`src/rtl/seven_segment_defs_pkg.sv`:
```
// rtl/seven_segment_defs_pkg.sv - glyph table and segment bit indices shared with the display driver
// Glyphs are 7-bit a..g with a in bit 6; pin bus bits follow SEG_A..SEG_DP.
package seven_segment_defs;

   localparam logic [6:0] GLYPH_0 = 7'h7E;
   localparam logic [6:0] GLYPH_1 = 7'h30;
   localparam logic [6:0] GLYPH_2 = 7'h6D;
   localparam logic [6:0] GLYPH_3 = 7'h79;
   localparam logic [6:0] GLYPH_4 = 7'h33;
   localparam logic [6:0] GLYPH_5 = 7'h5B;
   localparam logic [6:0] GLYPH_6 = 7'h5F;
   localparam logic [6:0] GLYPH_7 = 7'h70;
   localparam logic [6:0] GLYPH_8 = 7'h7F;
   localparam logic [6:0] GLYPH_9 = 7'h7B;
   localparam logic [6:0] GLYPH_A = 7'h77;
   localparam logic [6:0] GLYPH_B = 7'h1F;
   localparam logic [6:0] GLYPH_C = 7'h4E;
   localparam logic [6:0] GLYPH_D = 7'h3D;
   localparam logic [6:0] GLYPH_E = 7'h4F;
   localparam logic [6:0] GLYPH_F = 7'h47;

   localparam int SEG_A  = 7;
   localparam int SEG_B  = 6;
   localparam int SEG_C  = 5;
   localparam int SEG_D  = 4;
   localparam int SEG_E  = 3;
   localparam int SEG_F  = 2;
   localparam int SEG_G  = 1;
   localparam int SEG_DP = 0;

   typedef struct packed {
      logic       valid;
      logic [3:0] nibble;
   } glyph_result_t;

   function automatic logic [6:0] glyph_of(input logic [3:0] n);
      case (n)
         4'h0:    glyph_of = GLYPH_0;
         4'h1:    glyph_of = GLYPH_1;
         4'h2:    glyph_of = GLYPH_2;
         4'h3:    glyph_of = GLYPH_3;
         4'h4:    glyph_of = GLYPH_4;
         4'h5:    glyph_of = GLYPH_5;
         4'h6:    glyph_of = GLYPH_6;
         4'h7:    glyph_of = GLYPH_7;
         4'h8:    glyph_of = GLYPH_8;
         4'h9:    glyph_of = GLYPH_9;
         4'hA:    glyph_of = GLYPH_A;
         4'hB:    glyph_of = GLYPH_B;
         4'hC:    glyph_of = GLYPH_C;
         4'hD:    glyph_of = GLYPH_D;
         4'hE:    glyph_of = GLYPH_E;
         default: glyph_of = GLYPH_F;
      endcase
   endfunction

endpackage

```
`src/rtl/seven_segment_glyph_decoder.sv`:
```
// rtl/seven_segment_glyph_decoder.sv - combinational 7-bit glyph to {valid, nibble}
// Unknown glyphs return valid=0 with nibble 0.
module seven_segment_glyph_decoder
   import seven_segment_defs::*;
(
   input  logic [6:0]    glyph,
   output glyph_result_t result
);

   always_comb begin
      result = '0;
      for (int i = 0; i < 16; i++) begin
         if (glyph == glyph_of(4'(i))) begin
            result.valid  = 1'b1;
            result.nibble = 4'(i);
         end
      end
   end

endmodule

```
`src/rtl/seven_segment_scan_decoder.sv`:
```
// rtl/seven_segment_scan_decoder.sv - rebuilds hex frames from a scanned 7-segment LED bus
// Define SEVEN_SEGMENT_SCAN_ACTIVE_LOW_EN for common-anode panels (both buses inverted).
module seven_segment_scan_decoder
   import seven_segment_defs::*;
#(
   parameter int WIDTH_NIBBLES = 6,
   parameter int SETTLE_CYCLES = 4,
   parameter int IDLE_CYCLES   = 65536
) (
   input  logic                       clk,
   input  logic                       reset,
   input  logic [7:0]                 led_segments,
   input  logic [WIDTH_NIBBLES-1:0]   segment_enable,
   output logic [WIDTH_NIBBLES*4-1:0] data,
   output logic [WIDTH_NIBBLES-1:0]   digit_present,
   output logic [WIDTH_NIBBLES-1:0]   decimal_point,
   output logic [WIDTH_NIBBLES-1:0]   pattern_error,
   output logic                       frame_valid
);

   localparam int W   = WIDTH_NIBBLES;
   localparam int STW = $clog2(SETTLE_CYCLES + 1);
   localparam int IDW = $clog2(IDLE_CYCLES);
   localparam logic [STW-1:0] SETTLE_MAX = STW'(SETTLE_CYCLES);
   localparam logic [IDW-1:0] IDLE_MAX   = IDW'(IDLE_CYCLES - 1);

   logic [7:0]     seg_s1, seg_s2, seg_q, prev_seg;
   logic [W-1:0]   en_s1, en_s2, en_q, prev_en;
   logic           en_one_hot, qualify, capture, wrap, flush, publish;
   logic           armed;
   logic [STW-1:0] stable_cnt;
   logic [IDW-1:0] idle_cnt;
   logic [W*4-1:0] sh_data, data_next;
   logic [W-1:0]   seen, sh_dp, sh_err;
   logic [W-1:0]   seen_next, dp_next, err_next, cap_mask;
   glyph_result_t  dec;

   always_ff @(posedge clk) begin
      if (reset) begin
         seg_s1   <= '0;
         seg_s2   <= '0;
         en_s1    <= '0;
         en_s2    <= '0;
         prev_seg <= '0;
         prev_en  <= '0;
      end else begin
         seg_s1   <= led_segments;
         seg_s2   <= seg_s1;
         en_s1    <= segment_enable;
         en_s2    <= en_s1;
         prev_seg <= seg_q;
         prev_en  <= en_q;
      end
   end

`ifdef SEVEN_SEGMENT_SCAN_ACTIVE_LOW_EN
   assign seg_q = ~seg_s2;
   assign en_q  = ~en_s2;
`else
   assign seg_q = seg_s2;
   assign en_q  = en_s2;
`endif

   assign en_one_hot = (en_q != '0) && ((en_q & (en_q - W'(1))) == '0);
   assign qualify    = en_one_hot && (seg_q == prev_seg) && (en_q == prev_en);

   // prev_* still hold the settled sample when the count saturates, so capture from them.
   assign capture  = (stable_cnt == SETTLE_MAX) && !armed;
   assign cap_mask = capture ? prev_en : '0;
   assign wrap     = |(prev_en & seen);
   assign flush    = !capture && (idle_cnt == IDLE_MAX) && (seen != '0);
   assign publish  = (capture && wrap) || flush;

   seven_segment_glyph_decoder u_glyph (
      .glyph  (prev_seg[SEG_A:SEG_G]),
      .result (dec)
   );

   // A publish empties the shadow before the capturing digit is loaded into it.
   always_comb begin
      seen_next = publish ? '0 : seen;
      dp_next   = publish ? '0 : sh_dp;
      err_next  = publish ? '0 : sh_err;
      data_next = publish ? '0 : sh_data;
      seen_next = seen_next | cap_mask;
      dp_next   = (dp_next & ~cap_mask) | (cap_mask & {W{prev_seg[SEG_DP]}});
      err_next  = (err_next & ~cap_mask) | (cap_mask & {W{~dec.valid}});
      for (int i = 0; i < W; i++) begin
         if (cap_mask[i]) begin
            data_next[i*4 +: 4] = dec.nibble;
         end
      end
   end

   always_ff @(posedge clk) begin
      if (reset) begin
         stable_cnt    <= '0;
         armed         <= 1'b0;
         idle_cnt      <= '0;
         seen          <= '0;
         sh_dp         <= '0;
         sh_err        <= '0;
         sh_data       <= '0;
         data          <= '0;
         digit_present <= '0;
         decimal_point <= '0;
         pattern_error <= '0;
         frame_valid   <= 1'b0;
      end else begin
         if (!qualify) begin
            stable_cnt <= '0;
            armed      <= 1'b0;
         end else begin
            if (stable_cnt != SETTLE_MAX) begin
               stable_cnt <= stable_cnt + STW'(1);
            end
            if (capture) begin
               armed <= 1'b1;
            end
         end

         if (capture) begin
            idle_cnt <= '0;
         end else if (idle_cnt != IDLE_MAX) begin
            idle_cnt <= idle_cnt + IDW'(1);
         end

         seen    <= seen_next;
         sh_dp   <= dp_next;
         sh_err  <= err_next;
         sh_data <= data_next;

         frame_valid <= publish;
         if (publish) begin
            data          <= sh_data;
            digit_present <= seen;
            decimal_point <= sh_dp;
            pattern_error <= sh_err;
         end
      end
   end

endmodule
```
`config.mk`:
```
export PLATFORM = sky130hd
export DESIGN_NAME = seven_segment_scan_decoder
export DESIGN_NICKNAME = d
export VERILOG_FILES = /design/src/rtl/seven_segment_defs_pkg.sv /design/src/rtl/seven_segment_glyph_decoder.sv /design/src/rtl/seven_segment_scan_decoder.sv
export SDC_FILE = /design/constraint.sdc
export NUM_CORES = 1
export LEC_CHECK = 0
export CAP_MARGIN = 20
export CORE_ASPECT_RATIO = 0.75
export CORE_MARGIN = 2
export CORE_UTILIZATION = 61
export DETAILED_ROUTE_END_ITERATION = 8
export MAX_ROUTING_LAYER = met4
export PLACE_DENSITY = 0.91
export SYNTH_ARGS = -nofsm -noshare
export SYNTH_HDL_FRONTEND = slang
export SYNTH_HIERARCHICAL = 1
export SYNTH_SLANG_ARGS = --single-unit
```
`constraint.sdc`:
```
create_clock -name clk -period 3.7 [get_ports clk]
set_input_delay 0.555 -clock clk [delete_from_list [all_inputs] [get_ports clk]]
set_output_delay 0.555 -clock clk [all_outputs]
set_load 0.005 [all_outputs]
```
After elaboration in Yosys (flattened, before gate mapping)
Index checks and enable logic that the tools add are counted.
{"block": "totals", "regBits": 147, "output_inout_bits": 43, "wordCells": 109, "in_bits": 16}
{"block": "classes", "n_addsub": 3, "eq_ne": 22, "bitwise": 12, "n_mux": 27, "reduce_logical": 22}
{"op": "$eq A7 B7 Y1 const B", "count": 12}
{"op": "$mux W5", "count": 16}
{"op": "$and A6 B6 Y6", "count": 6}
{"op": "$mux W24", "count": 1}
{"op": "$mux W4", "count": 6}
{"op": "$mux W6", "count": 4}
{"op": "$eq A7 B6 Y1 const B", "count": 3}
{"op": "$or A6 B6 Y6", "count": 3}
{"op": "$add A16 B1 Y16 const B", "count": 1}
{"op": "$eq A16 B16 Y1 const B", "count": 1}
{"op": "$ne A16 B16 Y1 const B", "count": 1}
{"op": "$reduce_bool A2 Y1", "count": 6}
{"op": "$reduce_bool A6 Y1", "count": 2}
{"op": "$eq A8 B8 Y1", "count": 1}
{"op": "$eq A7 B5 Y1 const B", "count": 1}
{"op": "$logic_and A1 B1 Y1", "count": 7}
{"op": "$eq A6 B6 Y1", "count": 1}
{"op": "$logic_not A6 Y1", "count": 1}
{"op": "$not A6 Y6", "count": 1}
{"op": "$reduce_or A6 Y1", "count": 1}
{"op": "$sub A6 B1 Y6 const B", "count": 1}
{"op": "$reduce_or A2 Y1", "count": 2}
{"op": "$add A3 B1 Y3 const B", "count": 1}
{"op": "$eq A3 B3 Y1 const B", "count": 1}
{"op": "4 further kinds", "count": 6}

Logic depth before layout (Yosys ltp)
{"block": "depth", "depth_word": 20, "ltp_mapped": 8, "mapped_depth_nobuf": 6}

Cells and area by module
The synthesis kept the hierarchy.
{"mod": "seven_segment_scan_decoder", "cells_each": 575, "instances": 1, "seq_area_each_um2": 2942.8, "area_per_inst_um2": 5765.5}
{"mod": "seven_segment_glyph_decoder", "cells_each": 56, "instances": 1, "seq_area_each_um2": 0.0, "area_per_inst_um2": 380.4}

Worst setup path before layout
Ideal clock, no wire load.
{"block": "synth_timing", "kind": "flip-flop to flip-flop", "startpoint": "reg idle_cnt[0]", "endpoint": "reg sh_dp[4]", "setup_ns": 0.134, "required_ns": 3.566, "n_path_buf": 2, "slack_ns": 1.947, "t_arrival_ns": 1.619, "stages_incl_launch_ff": 8, "synth_period_minus_slack_ns": 1.753, "path_cell_list": "dfxtp_1 > ha_1 > nand3_1 > nor4_1 > a31o_2 > buf_2 > buf_2 > o22ai_1"}
{"block": "synth_via", "elab_chain_cells": 7}
{"item": "start, declared", "line": "seven_segment_scan_decoder.sv:32", "rtl": "logic [IDW-1:0] idle_cnt;"}
{"item": "start signal, assigned", "line": "seven_segment_scan_decoder.sv:125", "rtl": "idle_cnt <= idle_cnt + IDW'(1);"}
{"item": "$eq A16 B16 Y1", "line": "seven_segment_scan_decoder.sv:71", "rtl": "assign flush = !capture && (idle_cnt == IDLE_MAX) && (seen != '0);"}
{"item": "$logic_and A1 B1 Y1 (2 in series)", "line": "seven_segment_scan_decoder.sv:71"}
{"item": "$logic_or A1 B1 Y1", "line": "seven_segment_scan_decoder.sv:72", "rtl": "assign publish = (capture && wrap) || flush;"}
{"item": "$mux W6", "line": "seven_segment_scan_decoder.sv:82", "rtl": "dp_next = publish ? '0 : sh_dp;"}
{"item": "$and A6 B6 Y6", "line": "seven_segment_scan_decoder.sv:86", "rtl": "dp_next = (dp_next & ~cap_mask) | (cap_mask & {W{prev_seg[SEG_DP]}});"}
{"item": "$or A6 B6 Y6", "line": "seven_segment_scan_decoder.sv:86"}
{"item": "end signal, assigned", "line": "seven_segment_scan_decoder.sv:129", "rtl": "sh_dp <= dp_next;"}
{"item": "end, declared", "line": "seven_segment_scan_decoder.sv:34", "rtl": "logic [W-1:0] seen, sh_dp, sh_err;"}
No other way between the ends.
A chain may end at the register's enable or synchronous reset.

Final worst setup path
{"block": "layout_timing", "startpoint": "reg stable_cnt[0]", "endpoint": "reg data[21]"}
{"block": "layout_via", "elab_chain_cells": 6, "word_cells_on_any_way": 7, "classes_between": "1 x eq/ne; 6 x reduce/logical"}
{"item": "start, declared", "line": "seven_segment_scan_decoder.sv:31", "rtl": "logic [STW-1:0] stable_cnt;"}
{"item": "start signal, assigned", "line": "seven_segment_scan_decoder.sv:115", "rtl": "stable_cnt <= stable_cnt + STW'(1);"}
{"item": "$eq A3 B3 Y1 (*)", "line": "seven_segment_scan_decoder.sv:68", "rtl": "assign capture = (stable_cnt == SETTLE_MAX) && !armed;"}
{"item": "$logic_and A1 B1 Y1 (*)", "line": "seven_segment_scan_decoder.sv:68"}
{"item": "$logic_not A1 Y1", "line": "seven_segment_scan_decoder.sv:71"}
{"item": "$logic_and A1 B1 Y1 (2 in series)", "line": "seven_segment_scan_decoder.sv:71"}
{"item": "$logic_or A1 B1 Y1 (*)", "line": "seven_segment_scan_decoder.sv:72"}
{"item": "end signal, assigned", "line": "seven_segment_scan_decoder.sv:135", "rtl": "data <= sh_data;"}
{"item": "end, declared", "line": "seven_segment_scan_decoder.sv:14", "rtl": "output logic [WIDTH_NIBBLES*4-1:0] data,"}
Mark *: on every way between the ends. The rest lies on a longest branch, timed or not.

==> results.toml <==
[worst_setup_path]
cp-start-kind = "register"
cp-endpoint = "data[21]$_SDFFE_PP0P_"
path_delay_family = "compound AO/OA/AOI/OAI gates"
critical_path_class = "register to register"
path_buf_inv = 2
r2r_cells = 7
critPathMaxStageDelay_ns = 0.67
reg2reg_slack_ns = 0.99
crit_arrival_ns = 3.05
crit_fanout = 27
worstPathCellList = "inv_1 -> ha_1 -> nand3b_1 -> a31oi_1 -> a31oi_4 -> buf_4 -> mux2i_1"
required_ns = 4.04
startpoint = "stable_cnt[0]$_SDFFE_PP0P_"
r2r_start = "stable_cnt[0]$_SDFFE_PP0P_"
cpMaxStageDelayCell = "a31oi_4"
crit-reg2reg-capture = "data[21]$_SDFFE_PP0P_"
endpoint_kind = "register"
worst-path-stages = 7

[synthesis]
ys_ff_latch = 147
syn_nets = 650
synth_xor_area_frac = 0.0171
async_flop_share = 0
syn_inst = 631
yosys.area_share.simple = 0.273
synth_mux_area_frac = 0.0765
synth_compound_area_frac = 0.0993
syn_area_um2 = 6150
syn_area_per_cell_um2 = 9.74
ys_seq_area_frac = 0.479
synthFlopType = "dfxtp_1"
synth_top_family_by_area = "simple AND/OR/NAND/NOR gates"
synth_warnings = 6
synthAdderAreaFrac = 0.00611
synth_edf_count = 0
yosys.cell_types.count = 56

[final_layout]
stdcell_area_um2 = 7260
nets = 686
antenna_cells = 0
mostFrequentLayoutCells = "dfxtp_1 (147), nand2b_1 (127), clkdlybuf4s50_1 (57), mux2i_1 (47), o22ai_1 (44)"
drive_gt1_frac = 0.0692
final_common_cell = "dfxtp_1"
utilization = 0.745
layout.cells.non_filler = 811
area_growth_pct = 18.1

[power_and_ir_drop]
p_clk_frac = 0.507
p_per_area_nw_per_um2 = 483
swShare = 0.201
power.net_switching_mw = 0.705
ir_worst_vdd_mv = 0.350
fin_total_pwr_mw = 3.50
seq_power_share = 0.464
p_leak_nw = 2.82
intPower_mw = 2.80
combPwrFrac = 0.029

[floorplanning]
die_area_um2 = 10900
rows = 31
initial_utilization = 0.631
io_pins = 59
dieHeight_um = 90.9
coreArea_um2 = 9740
chipWidth_um = 120

[global_route]
grt_pass1_wl_um = 21800
grtUsageTotal = 0.262
grt_pass1_vias = 4480
grt_max_degree = 106
antenna_found_initial = 0
grt_overflow_total = 0

[clock_tree]
holdBufCountCts = 0
cts_buffer_depth = 2
cts_made_buffers = 17
post_cts_buffers = 0
path_clk_slew_ns = 0.06
clk_latency_ns = 0.42
htreeDepth = 4
cts_root_buf = "clkbuf_16"
cts.sinks = 147
cts_tree = "done"
cts_resized = 0

[timing]
finalCriticalPeriod_ns = 2.71
fmax_ghz = 0.369
finalSetupViolCount = 0
fin_crit_sh = 0.733
tightest_slew_ns = 0.852
setup_tns_ns = 0
grt_setup_unrepaired = "false"
hold_slack_ns = 0.429
max_slew_margin = 0.432
finalMaxSlewViolations = 0
setup_slack_ns = 0.988
hold_viol = 0
skew_ns = 0.00964

[placement]
dp_slack_ns = 1.06
dp_cells = 780
placed_area_um2 = 6650
finalWeightedCongestion = 0.862
dp_hpwl_um = 8350
numPortBuffers = 58

[routing]
drt-initial-drc-count = 535
top_layer_used = "met4"
wl_met1_um = 5860
post_drt_wl_per_cell_um = 16.3
wl_um = 13200
num_vias = 4713
wl_met3_um = 813
antenna_left = 0
dr.pass1.iters = 5
vias_per_cell = 5.81
drc = 0
dr_wl_met2_um = 6190

[flow_run]
maxCapViolCount = 0

[outcome]
outcome = "complete, no violations"

[hold_path]
hold_path_class = "register to register"
-- layer usage --
layer | GRT usage | up-vias
li1 | - | 2256
met1 | 0.324 | 2242
met2 | 0.405 | 176
met3 | 0.0625 | 39
met4 | 0.120 | 0
met5 | - | -
-- worst min-delay path by stage --
stage	startpoint	to	slack, ns	depth (start not counted)
after CTS	seg_s1[4]$_SDFF_PP0_	seg_q[4]$_SDFF_PP0_	0.43	1
after detailed placement	seg_s1[4]$_SDFF_PP0_	seg_q[4]$_SDFF_PP0_	0.42	1
after global placement	en_s1[1]$_SDFF_PP0_	en_q[1]$_SDFF_PP0_	0.42	1
after floorplan	en_s1[0]$_SDFF_PP0_	en_q[0]$_SDFF_PP0_	0.41	1
final	seg_s1[4]$_SDFF_PP0_	seg_q[4]$_SDFF_PP0_	0.43	1
after global routing	seg_s1[1]$_SDFF_PP0_	seg_q[1]$_SDFF_PP0_	0.44	1
-- power groups by stage --
stage / combinational, mW / clock, mW / sequential [mW]
after floorplan: 0.0812 / 0 / 1.65
after global placement: 0.0961 / 0 / 1.66
after detailed placement: 0.101 / 0 / 1.66
after CTS: 0.102 / 1.79 / 1.62
after global routing: 0.111 / 1.86 / 1.63
final: 0.102 / 1.78 / 1.62
-- registers in the layout, summed over array words and instances, names as in the netlist, 8 cells and up --
name      count
seg_s1        8
seg_q         8
sh_data      24
prev_seg      8
idle_cnt     16
data         24
-- Yosys cell counts, types with 3 or more instances --
cell type / instances / area (um2)
a21oi_1: 12 / 60.1
a22oi_1: 4 / 30.0
a31oi_1: 5 / 31.3
and3_1: 3 / 18.8
buf_2: 7 / 35.0
buf_6: 8 / 90.1
buf_8: 4 / 60.1
clkbuf_1: 23 / 86.3
dfxtp_1: 147 / 2940
ha_1: 3 / 37.5
inv_1: 6 / 22.5
mux2i_1: 47 / 470
nand2_1: 26 / 97.6
nand2b_1: 127 / 795
nand3_1: 7 / 35.0
nand3b_1: 5 / 37.5
nand4_1: 6 / 37.5
nor2_1: 19 / 71.3
nor2b_1: 43 / 269
nor3_1: 10 / 50.1
nor4_1: 5 / 31.3
o21ai_0: 8 / 40.0
o22ai_1: 44 / 275
o31ai_1: 6 / 45.0
or3_1: 4 / 25.0
or4_1: 4 / 30.0
xnor2_1: 3 / 26.3
xor2_1: 9 / 78.8
-- kinds of logic (layout without fill, tap and decap cells) --
family / after synthesis / count (layout)
AND/OR/NAND/NOR: 278 / 278
flip-flops: 147 / 147
AO/OA/AOI/OAI: 94 / 94
buffers and inverters: 50 / 98
multiplexers: 47 / 47
XOR/XNOR: 12 / 12
adder cells (fa/ha/maj): 3 / 3
-- final cells by class --
cell class / count / area, um2
clock buffer: 21 / 450
clock inverter: 10 / 158
fill: 628 / 2480
inverter: 6 / 22.5
multi-input combinational: 434 / 2920
sequential: 147 / 2940
tap: 132 / 165
timing repair buffer: 61 / 601
(Power assumes the default switching activity.)
